**src/rtl/lsu_dpi_port.sv**
```systemverilog
// lsu_dpi_port: handshaked load/store port from the memory stage onto the npc_read/npc_write memory bus.
// Latency: LAT cycles from accept to resp_valid for aligned accesses, 1 cycle for misaligned/illegal ones.
// Backpressure: one request outstanding; req_ready stays low until the response handshakes on resp_ready.
// Optional trace: define LSU_DPI_TRACE_EN to print one line per memory access and per errored request.
//
// The memory side is exposed as the mem_* group; the simulation harness binds it to npc_read/npc_write.
// mem_ren/mem_wen are high for exactly one cycle and the call takes effect on the edge closing that cycle.

module lsu_dpi_port #(
    parameter int          XLEN     = 64,
    parameter int          LAT      = 2,
    parameter logic [63:0] RST_ADDR = 64'h80000000
) (
    input  logic            clk,
    input  logic            rst_n,
    input  logic            req_valid,
    output logic            req_ready,
    input  logic            req_wen,
    input  logic [1:0]      req_size,
    input  logic            req_signed,
    input  logic [63:0]     req_addr,
    input  logic [XLEN-1:0] req_wdata,
    output logic            resp_valid,
    input  logic            resp_ready,
    output logic [XLEN-1:0] resp_rdata,
    output logic            resp_err,
    output logic [63:0]     err_addr,
    output logic            mem_ren,
    output logic            mem_wen,
    output logic [63:0]     mem_addr,
    output logic [7:0]      mem_wmask,
    output logic [63:0]     mem_wdata,
    input  logic [63:0]     mem_rdata
);

    typedef enum logic [1:0] {IDLE, WAIT, RESP} state_e;

    state_e            state_q, state_d;
    logic [3:0]        cnt_q, cnt_d;
    logic              wen_q, wen_d;
    logic [1:0]        size_q, size_d;
    logic              sgn_q, sgn_d;
    logic [63:0]       addr_q, addr_d;
    logic [XLEN-1:0]   wdata_q, wdata_d;
    logic              resp_valid_q, resp_valid_d;
    logic [XLEN-1:0]   resp_rdata_q, resp_rdata_d;
    logic              resp_err_q, resp_err_d;
    logic [63:0]       err_addr_q, err_addr_d;

    logic              req_bad;
    logic              access;
    logic [5:0]        lane_sh;
    logic [7:0]        byte_en;
    logic [63:0]       wdata64;
    logic [63:0]       rd_sh;
    logic [63:0]       ld64;

    // Classify the incoming request: misaligned for its size, or a dword on a 32-bit port.
    always_comb begin
        req_bad = 1'b0;
        case (req_size)
            2'd0: req_bad = 1'b0;
            2'd1: req_bad = req_addr[0];
            2'd2: req_bad = |req_addr[1:0];
            default: req_bad = (|req_addr[2:0]) || (XLEN == 32);
        endcase
    end

    // Memory bus: parked at RST_ADDR with no mask except in the single access cycle.
    always_comb begin
        access  = (state_q == WAIT) && (cnt_q == 4'd0);
        lane_sh = {addr_q[2:0], 3'b000};
        case (size_q)
            2'd0:    byte_en = 8'h01;
            2'd1:    byte_en = 8'h03;
            2'd2:    byte_en = 8'h0F;
            default: byte_en = 8'hFF;
        endcase
        wdata64               = '0;
        wdata64[XLEN-1:0]     = wdata_q;
        mem_ren   = access & ~wen_q;
        mem_wen   = access & wen_q;
        mem_addr  = access ? {addr_q[63:3], 3'b000} : RST_ADDR;
        mem_wmask = mem_wen ? (byte_en << addr_q[2:0]) : 8'h00;
        mem_wdata = mem_wen ? (wdata64 << lane_sh) : 64'd0;
    end

    // Load alignment: bring the addressed lane down to bit 0, then sign/zero extend by size.
    always_comb begin
        rd_sh = mem_rdata >> lane_sh;
        case (size_q)
            2'd0:    ld64 = {{56{sgn_q & rd_sh[7]}},  rd_sh[7:0]};
            2'd1:    ld64 = {{48{sgn_q & rd_sh[15]}}, rd_sh[15:0]};
            2'd2:    ld64 = {{32{sgn_q & rd_sh[31]}}, rd_sh[31:0]};
            default: ld64 = rd_sh;
        endcase
    end

    // Next-state and next-output computation for the IDLE/WAIT/RESP controller.
    always_comb begin
        state_d      = state_q;
        cnt_d        = cnt_q;
        wen_d        = wen_q;
        size_d       = size_q;
        sgn_d        = sgn_q;
        addr_d       = addr_q;
        wdata_d      = wdata_q;
        resp_valid_d = resp_valid_q;
        resp_rdata_d = resp_rdata_q;
        resp_err_d   = resp_err_q;
        err_addr_d   = err_addr_q;
        case (state_q)
            IDLE: begin
                if (req_valid) begin
                    wen_d   = req_wen;
                    size_d  = req_size;
                    sgn_d   = req_signed;
                    addr_d  = req_addr;
                    wdata_d = req_wdata;
                    if (req_bad) begin
                        state_d      = RESP;
                        resp_valid_d = 1'b1;
                        resp_err_d   = 1'b1;
                        resp_rdata_d = '0;
                        err_addr_d   = req_addr;
                    end else begin
                        state_d = WAIT;
                        cnt_d   = 4'(LAT - 1);
                    end
                end
            end
            WAIT: begin
                if (cnt_q == 4'd0) begin
                    state_d      = RESP;
                    resp_valid_d = 1'b1;
                    resp_err_d   = 1'b0;
                    resp_rdata_d = wen_q ? '0 : ld64[XLEN-1:0];
                end else begin
                    cnt_d = cnt_q - 4'd1;
                end
            end
            RESP: begin
                if (resp_ready) begin
                    state_d      = IDLE;
                    resp_valid_d = 1'b0;
                end
            end
            default: state_d = IDLE;
        endcase
    end

    // Controller state and registered response; reset abandons any pending access.
    always_ff @(posedge clk or negedge rst_n) begin
        if (!rst_n) begin
            state_q      <= IDLE;
            cnt_q        <= 4'd0;
            wen_q        <= 1'b0;
            size_q       <= 2'd0;
            sgn_q        <= 1'b0;
            addr_q       <= 64'd0;
            wdata_q      <= '0;
            resp_valid_q <= 1'b0;
            resp_rdata_q <= '0;
            resp_err_q   <= 1'b0;
            err_addr_q   <= 64'd0;
        end else begin
            state_q      <= state_d;
            cnt_q        <= cnt_d;
            wen_q        <= wen_d;
            size_q       <= size_d;
            sgn_q        <= sgn_d;
            addr_q       <= addr_d;
            wdata_q      <= wdata_d;
            resp_valid_q <= resp_valid_d;
            resp_rdata_q <= resp_rdata_d;
            resp_err_q   <= resp_err_d;
            err_addr_q   <= err_addr_d;
        end
    end

    assign req_ready  = (state_q == IDLE);
    assign resp_valid = resp_valid_q;
    assign resp_rdata = resp_rdata_q;
    assign resp_err   = resp_err_q;
    assign err_addr   = err_addr_q;

`ifdef LSU_DPI_TRACE_EN
    // Trace one line per memory access and per errored request.
    always @(posedge clk) begin
        if (rst_n && access)
            $display("LSU %s addr=%h mask=%h data=%h", wen_q ? "W" : "R", mem_addr,
                     wen_q ? mem_wmask : (byte_en << addr_q[2:0]), wen_q ? mem_wdata : mem_rdata);
        if (rst_n && (state_q == IDLE) && req_valid && req_bad)
            $display("LSU ERR addr=%h size=%0d", req_addr, req_size);
    end
`endif

endmodule
```
**config.mk**
```make
export PLATFORM = sky130hd
export DESIGN_NAME = lsu_dpi_port
export DESIGN_NICKNAME = d
export VERILOG_FILES = /design/src/rtl/lsu_dpi_port.sv
export SDC_FILE = /design/constraint.sdc
export NUM_CORES = 1
export LEC_CHECK = 0
export CAP_MARGIN = 20
export CORE_AREA = 2 2 181 183
export CTS_CLUSTER_DIAMETER = 40
export CTS_CLUSTER_SIZE = 12
export DETAILED_ROUTE_END_ITERATION = 12
export DIE_AREA = 0 0 183 185
export PLACE_DENSITY = 0.79
export SYNTH_ARGS = -nofsm -noshare
export SYNTH_HDL_FRONTEND = slang
export SYNTH_SLANG_ARGS = --single-unit
```
**constraint.sdc**
```tcl
create_clock -name clk -period 5.1 [get_ports clk]
set_input_delay 1.53 -clock clk [delete_from_list [all_inputs] [get_ports clk]]
set_output_delay 1.53 -clock clk [all_outputs]
set_load 0.02 [all_outputs]
```
# == Word level (Yosys, flattened, before mapping) ==
# Index checks and enable logic that the tools add are counted.
# W data, S select, Z words.
# word_totals
regBits,268
in_bits,200
output_inout_bits,269
word_cells,75
# classes
add_sub_neg,1
eq_ne,12
shift,3
mux,27
bitwise,6
reduce_logical,15
# ops
operator,count
$mux W64,6
$pmux W64 S3,1
$pmux W64 S2,1
$shl A64 B6 Y64,1
$shr A64 B6 Y64,1
$pmux W8 S3,1
$mux W4,3
$mux W2,4
$mux W8,1
$ne A2 B2 Y1 const B,4
$pmux W4 S2,1
$reduce_and A4 Y1,2
$shl A8 B3 Y8,1
$eq A2 B1 Y1 const B,3
$eq A2 B2 Y1 const B,3
$logic_not A2 Y1,3
$pmux W1 S3,2
$pmux W2 S3,1
$reduce_and A3 Y1,2
$and A1 B1 Y1,5
$mux W1,5
$reduce_and A5 Y1,1
$logic_not A4 Y1,1
$ne A2 B1 Y1 const B,2
9 further kinds,9

# == Logic depth before layout (Yosys ltp) ==
# depth
word_depth,6
mapped_depth,10
mapped_depth_nobuf,9

# == Worst setup path after synthesis ==
# No wires, ideal clock.
# synth_path
path_type,reg2out
startpoint,reg cnt_q[0]
endpoint,out mem_wmask[6]
arrival_time_ns,2.264
t_required_ns,3.570
path_slack_ns,1.306
stages_incl_launch_ff,9
n_path_buf,2
cell_sequence,dfrtp_1 > inv_1 > ha_1 > or3b_1 > nor2_1 > buf_2 > nand2_1 > clkbuf_1 > nor4_1
# synth_via
elab_chain_len,4
# synth_rtl
element,line,rtl
start: declaration,39,"logic [3:0] cnt_q, cnt_d;"
start signal: assignment,168,cnt_q <= cnt_d;
$logic_not A4 Y1,71,access = (state_q == WAIT) && (cnt_q == 4'd0);
$logic_and A1 B1 Y1,71,
$and A1 B1 Y1,82,mem_wen = access & wen_q;
$mux W8,84,mem_wmask = mem_wen ? (byte_en << addr_q[2:0]) : 8'h00;
end: declaration,31,"output logic [7:0] mem_wmask,"
# No other way between the ends.

# == Worst setup path after layout ==
# layout_path
startpoint,reg cnt_q[0]
endpoint,out mem_wdata[14]
# layout_via
elab_chain_len,4
# layout_rtl
element,line,rtl
$logic_not A4 Y1,71,
$logic_and A1 B1 Y1,71,
$and A1 B1 Y1,82,
$mux W64,85,mem_wdata = mem_wen ? (wdata64 << lane_sh) : 64'd0;
end: declaration,32,"output logic [63:0] mem_wdata,"
# No other way between the ends.

==> metrics <==
CTS tree yes; via-per-instance ratio about 5.6; DP HPWL between 30 and 40 mm; fmax between 200 and 250 MHz; Mapped Area 14300 µm²; die height between 150 and 200 µm; Clock Path Buffers 3; CP max stage delay about 0.64 ns; sequential-to-total area share from yosys stat 46.8%; Tcrit/Tclk final a little over nine tenths; switch share 41.6%; hold path cells 2; leading area contributor after synthesis dfrtp_1; H-tree levels 2; fill cell count approximately 2600; arrival time of the worst setup path between 3 and 4 ns; Synth top area share a little under half; Hold Slack approximately 0.46 ns; 1st-iter DRT viols between 1000 and 1500; Worst Path Max Fanout 20; share of cells above drive strength 1 12.6%; clock network power share a little under a quarter; leak pwr 9.34 nW; Gate Count Post-Synth 1556; Antenna Nets Post-Route 0; area of the multi-input gates 7020 µm²; Buf+Inv Stages, Crit Path 3; largest net degree at the start of global routing 95; drt drc 0; clock buffer count from CTS 43; worst-margin pin slew approximately 0.9 ns; total global routing overflow 0; Layout area overhead 44.9%; Area contributors post-synth dfrtp_1 (47%), nand2_1 (13%), mux2_2 (6.7%); Final Skew 0.0150 ns; CTS Root Cell clkbuf_16; Core Box Area around 32000 µm²; switching power ~5.6 mW; initial antenna violation count 13; # port buffers ~470; CTS sink cnt between 200 and 300; PD cells between 600 and 700 nW/µm²; Post-Layout Inst Area slightly above 20000 µm²; Final Routed Wirelength between 50 and 60 mm; worst-path cell chain inv_1 -> ha_1 -> or3b_1 -> nor2_4 -> nand2_1 -> clkinvlp_4 -> nand2_1 -> nor2_1 -> clkdlybuf4s50_1; ys flop type dfrtp_1; IO Pins approximately 470; first-pass GRT wire length ~81 mm; vias in the first global route between 10000 and 15000; wire per inst around 22 µm; initial core utilization roughly 45%; # placed instances between 2000 and 2500; std cell rows 66; synth warn 0; via count roughly 14000; critical path data required time roughly 3.6 ns; number of hold violations in the final report 0; Sequential Area ~6700 µm²; register share of total power between 30% and 40%; Cell Int Power 7.87 mW; final cell count without fillers around 2400; shortest period the worst path allows a little under 5 ns; placed inst area ~19000 µm²; Comb pwr share between 40% and 50%; cell mode on critical path nand2_1; Setup Crit Path Kind reg -> out; RSZ-0062 raised after global routing no; Max VDD drop about 370 µV; Die ar. between 30000 and 40000 µm²; drt first pass iters 7; Setup violations, final 0; worst-skew pair later-pin latency roughly 0.54 ns; R2R depth 7; Avg Cell Area, Syn about 9 µm²; Die W ~180 µm; Setup crit end kind output port; Final Max Tran Viols 0; Post-synth EDFFs 0; nets 2180; max-cap violations 0; TNS Setup 0 ns; Clock Pin Slew Worst Setup and Hold Paths around 0.050 ns; Cell variety after synth between 50 and 60; Slew headroom 38.1%; final RePlAce weighted congestion between 0.9 and 1; outcome completed; Overall Global Routing Usage 31.0%; Top delay family on crit path simple AND/OR/NAND/NOR gates; Hold Path Class reg -> reg; FFs w/ async S/R, synth 100%; CP max-delay cell clkdlybuf4s50_1; Critical Path Stages 9; Synth Register Bits 268; CP startpoint kind flip-flop
worst paths after layout:
check | from | to | slack [ns]
worst max-delay path | cnt_q[0] | mem_wdata[14] | 0.23
worst min-delay path | addr_q[6] | addr_q[6] | 0.46
worst max register to register | addr_q[1] | resp_rdata[12] | 1.60
worst min register to register | addr_q[6] | addr_q[6] | 0.46
max in group asynchronous | rst_n | resp_rdata[36] | 3.05
min in group asynchronous | rst_n | resp_rdata[21] | 0.98
metal layers:
| metal | track usage (%) | vias up | part of all wire, % |
|---|---|---|---|
| met5 | 0 | - | 0 |
| met4 | 18.0 | 0 | 5.7 |
| li1 | - | 6115 | - |
| met1 | 37.1 | 6645 | 38 |
| met3 | 7.79 | 164 | 9.1 |
| met2 | 51.2 | 727 | 48 |
timing repair:
| action | CTS | global route |
|---|---|---|
| hold endpoints to repair | 0 | 0 |
| setup endpoints to repair | 0 | 17 |
| buffers inserted | 0 | 0 |
| resized for setup | 0 | 1 |
| hold buffers | 0 | 0 |
state kept, by name, summed over array words and instances (netlist names):
name,cells
resp_err,1
sgn_q,1
err_addr,64
wen_q,1
addr_q,64
cnt_q,4
state_q,2
wdata64,64
resp_rdata,64
resp_valid,1
size_q,2
per-stage QoR:
stage	total power, mW	utilization [%]	worst slack (ns)
2_1_floorplan	7.78	-	1.31
3_3_place_gp	10.2	60.0	0.703
3_5_place_dp	10.3	60.0	0.595
4_1_cts	13.5	64.7	0.0334
5_1_grt	14.2	64.8	0.0645
6_report	13.5	64.8	0.232
area by class of cell:
cell class,count,area share [%]
diodes,13,0.157
repair buffers,495,23.8
clock buffers,48,5.52
clock inverters,32,1.77
flip-flops and latches,268,32.3
multi-input cells,1160,33.8
well taps,408,2.46
inverters,10,0.199
synth_stat cells, types with 4 or more instances:
| cell type | n |
|---|---|
| and3_1 | 17 |
| nand2b_1 | 6 |
| inv_1 | 8 |
| o21ai_0 | 68 |
| mux2i_1 | 72 |
| mux4_2 | 29 |
| nand2_1 | 491 |
| o21ai_2 | 11 |
| a22o_1 | 7 |
| o32a_1 | 7 |
| and2_1 | 71 |
| buf_6 | 9 |
| a22oi_1 | 19 |
| o22ai_1 | 9 |
| a211oi_1 | 32 |
| nor2_1 | 116 |
| a21oi_1 | 49 |
| buf_1 | 5 |
| dfrtp_1 | 268 |
| nor2b_1 | 16 |
| buf_2 | 28 |
| buf_4 | 11 |
| nor3_1 | 4 |
| nand3_1 | 7 |
| a221o_1 | 7 |
| mux2_2 | 85 |
| clkbuf_1 | 66 |
power groups by stage:
stage	logic, mW	clock network, mW	registers, mW
6_report	6.37	3.05	4.06
5_1_grt	6.84	3.17	4.18
4_1_cts	6.36	3.08	4.03
3_5_place_dp	6.30	0	4.05
3_3_place_gp	6.20	0	3.99
2_1_floorplan	3.54	0	4.24
logic make-up after synthesis:
| kind of cell | Yosys count | share of synthesized area, % |
|---|---|---|
| XOR/XNOR | 2 | 0.122 |
| AND/OR/NAND/NOR | 738 | 21.6 |
| AO/OA/AOI/OAI | 229 | 10.5 |
| buffers and inverters | 130 | 4.52 |
| other | 1 | 0.0262 |
| adder cells (fa/ha/maj) | 2 | 0.175 |
| multiplexers | 186 | 16.3 |
| flip-flops | 268 | 46.8 |
layout by cell type (no fill, tap or decap), types with 5 or more instances in the layout:
| master | count |
|---|---|
| buf_4 | 26 |
| mux4_2 | 29 |
| mux2_2 | 85 |
| diode_2 | 13 |
| a21oi_1 | 48 |
| o32a_1 | 7 |
| o21ai_0 | 68 |
| o21ai_2 | 11 |
| nor2_1 | 115 |
| and3_1 | 17 |
| nand2_1 | 489 |
| nor2b_1 | 16 |
| clkinvlp_4 | 5 |
| a22oi_1 | 19 |
| clkbuf_16 | 44 |
| bufinv_16 | 5 |
| dfrtp_1 | 265 |
| a22o_1 | 7 |
| a221o_1 | 7 |
| nand3_1 | 7 |
| inv_1 | 7 |
| mux2i_1 | 72 |
| inv_6 | 7 |
| nand2b_1 | 6 |
| clkinv_2 | 7 |
| o22ai_1 | 9 |
| a211oi_1 | 32 |
| clkdlybuf4s50_1 | 464 |
| clkinv_4 | 6 |
| and2_1 | 70 |
worst reg2reg max path, delay by kind of cell, from the launching register on:
kind	cells	cell delay (ns)
AO/OA/AOI/OAI	2	0.31
buffers and inverters	1	0.54
flip-flops	1	0.86
AND/OR/NAND/NOR	4	1.71
Note: power is estimated with default switching activity, not from simulation.
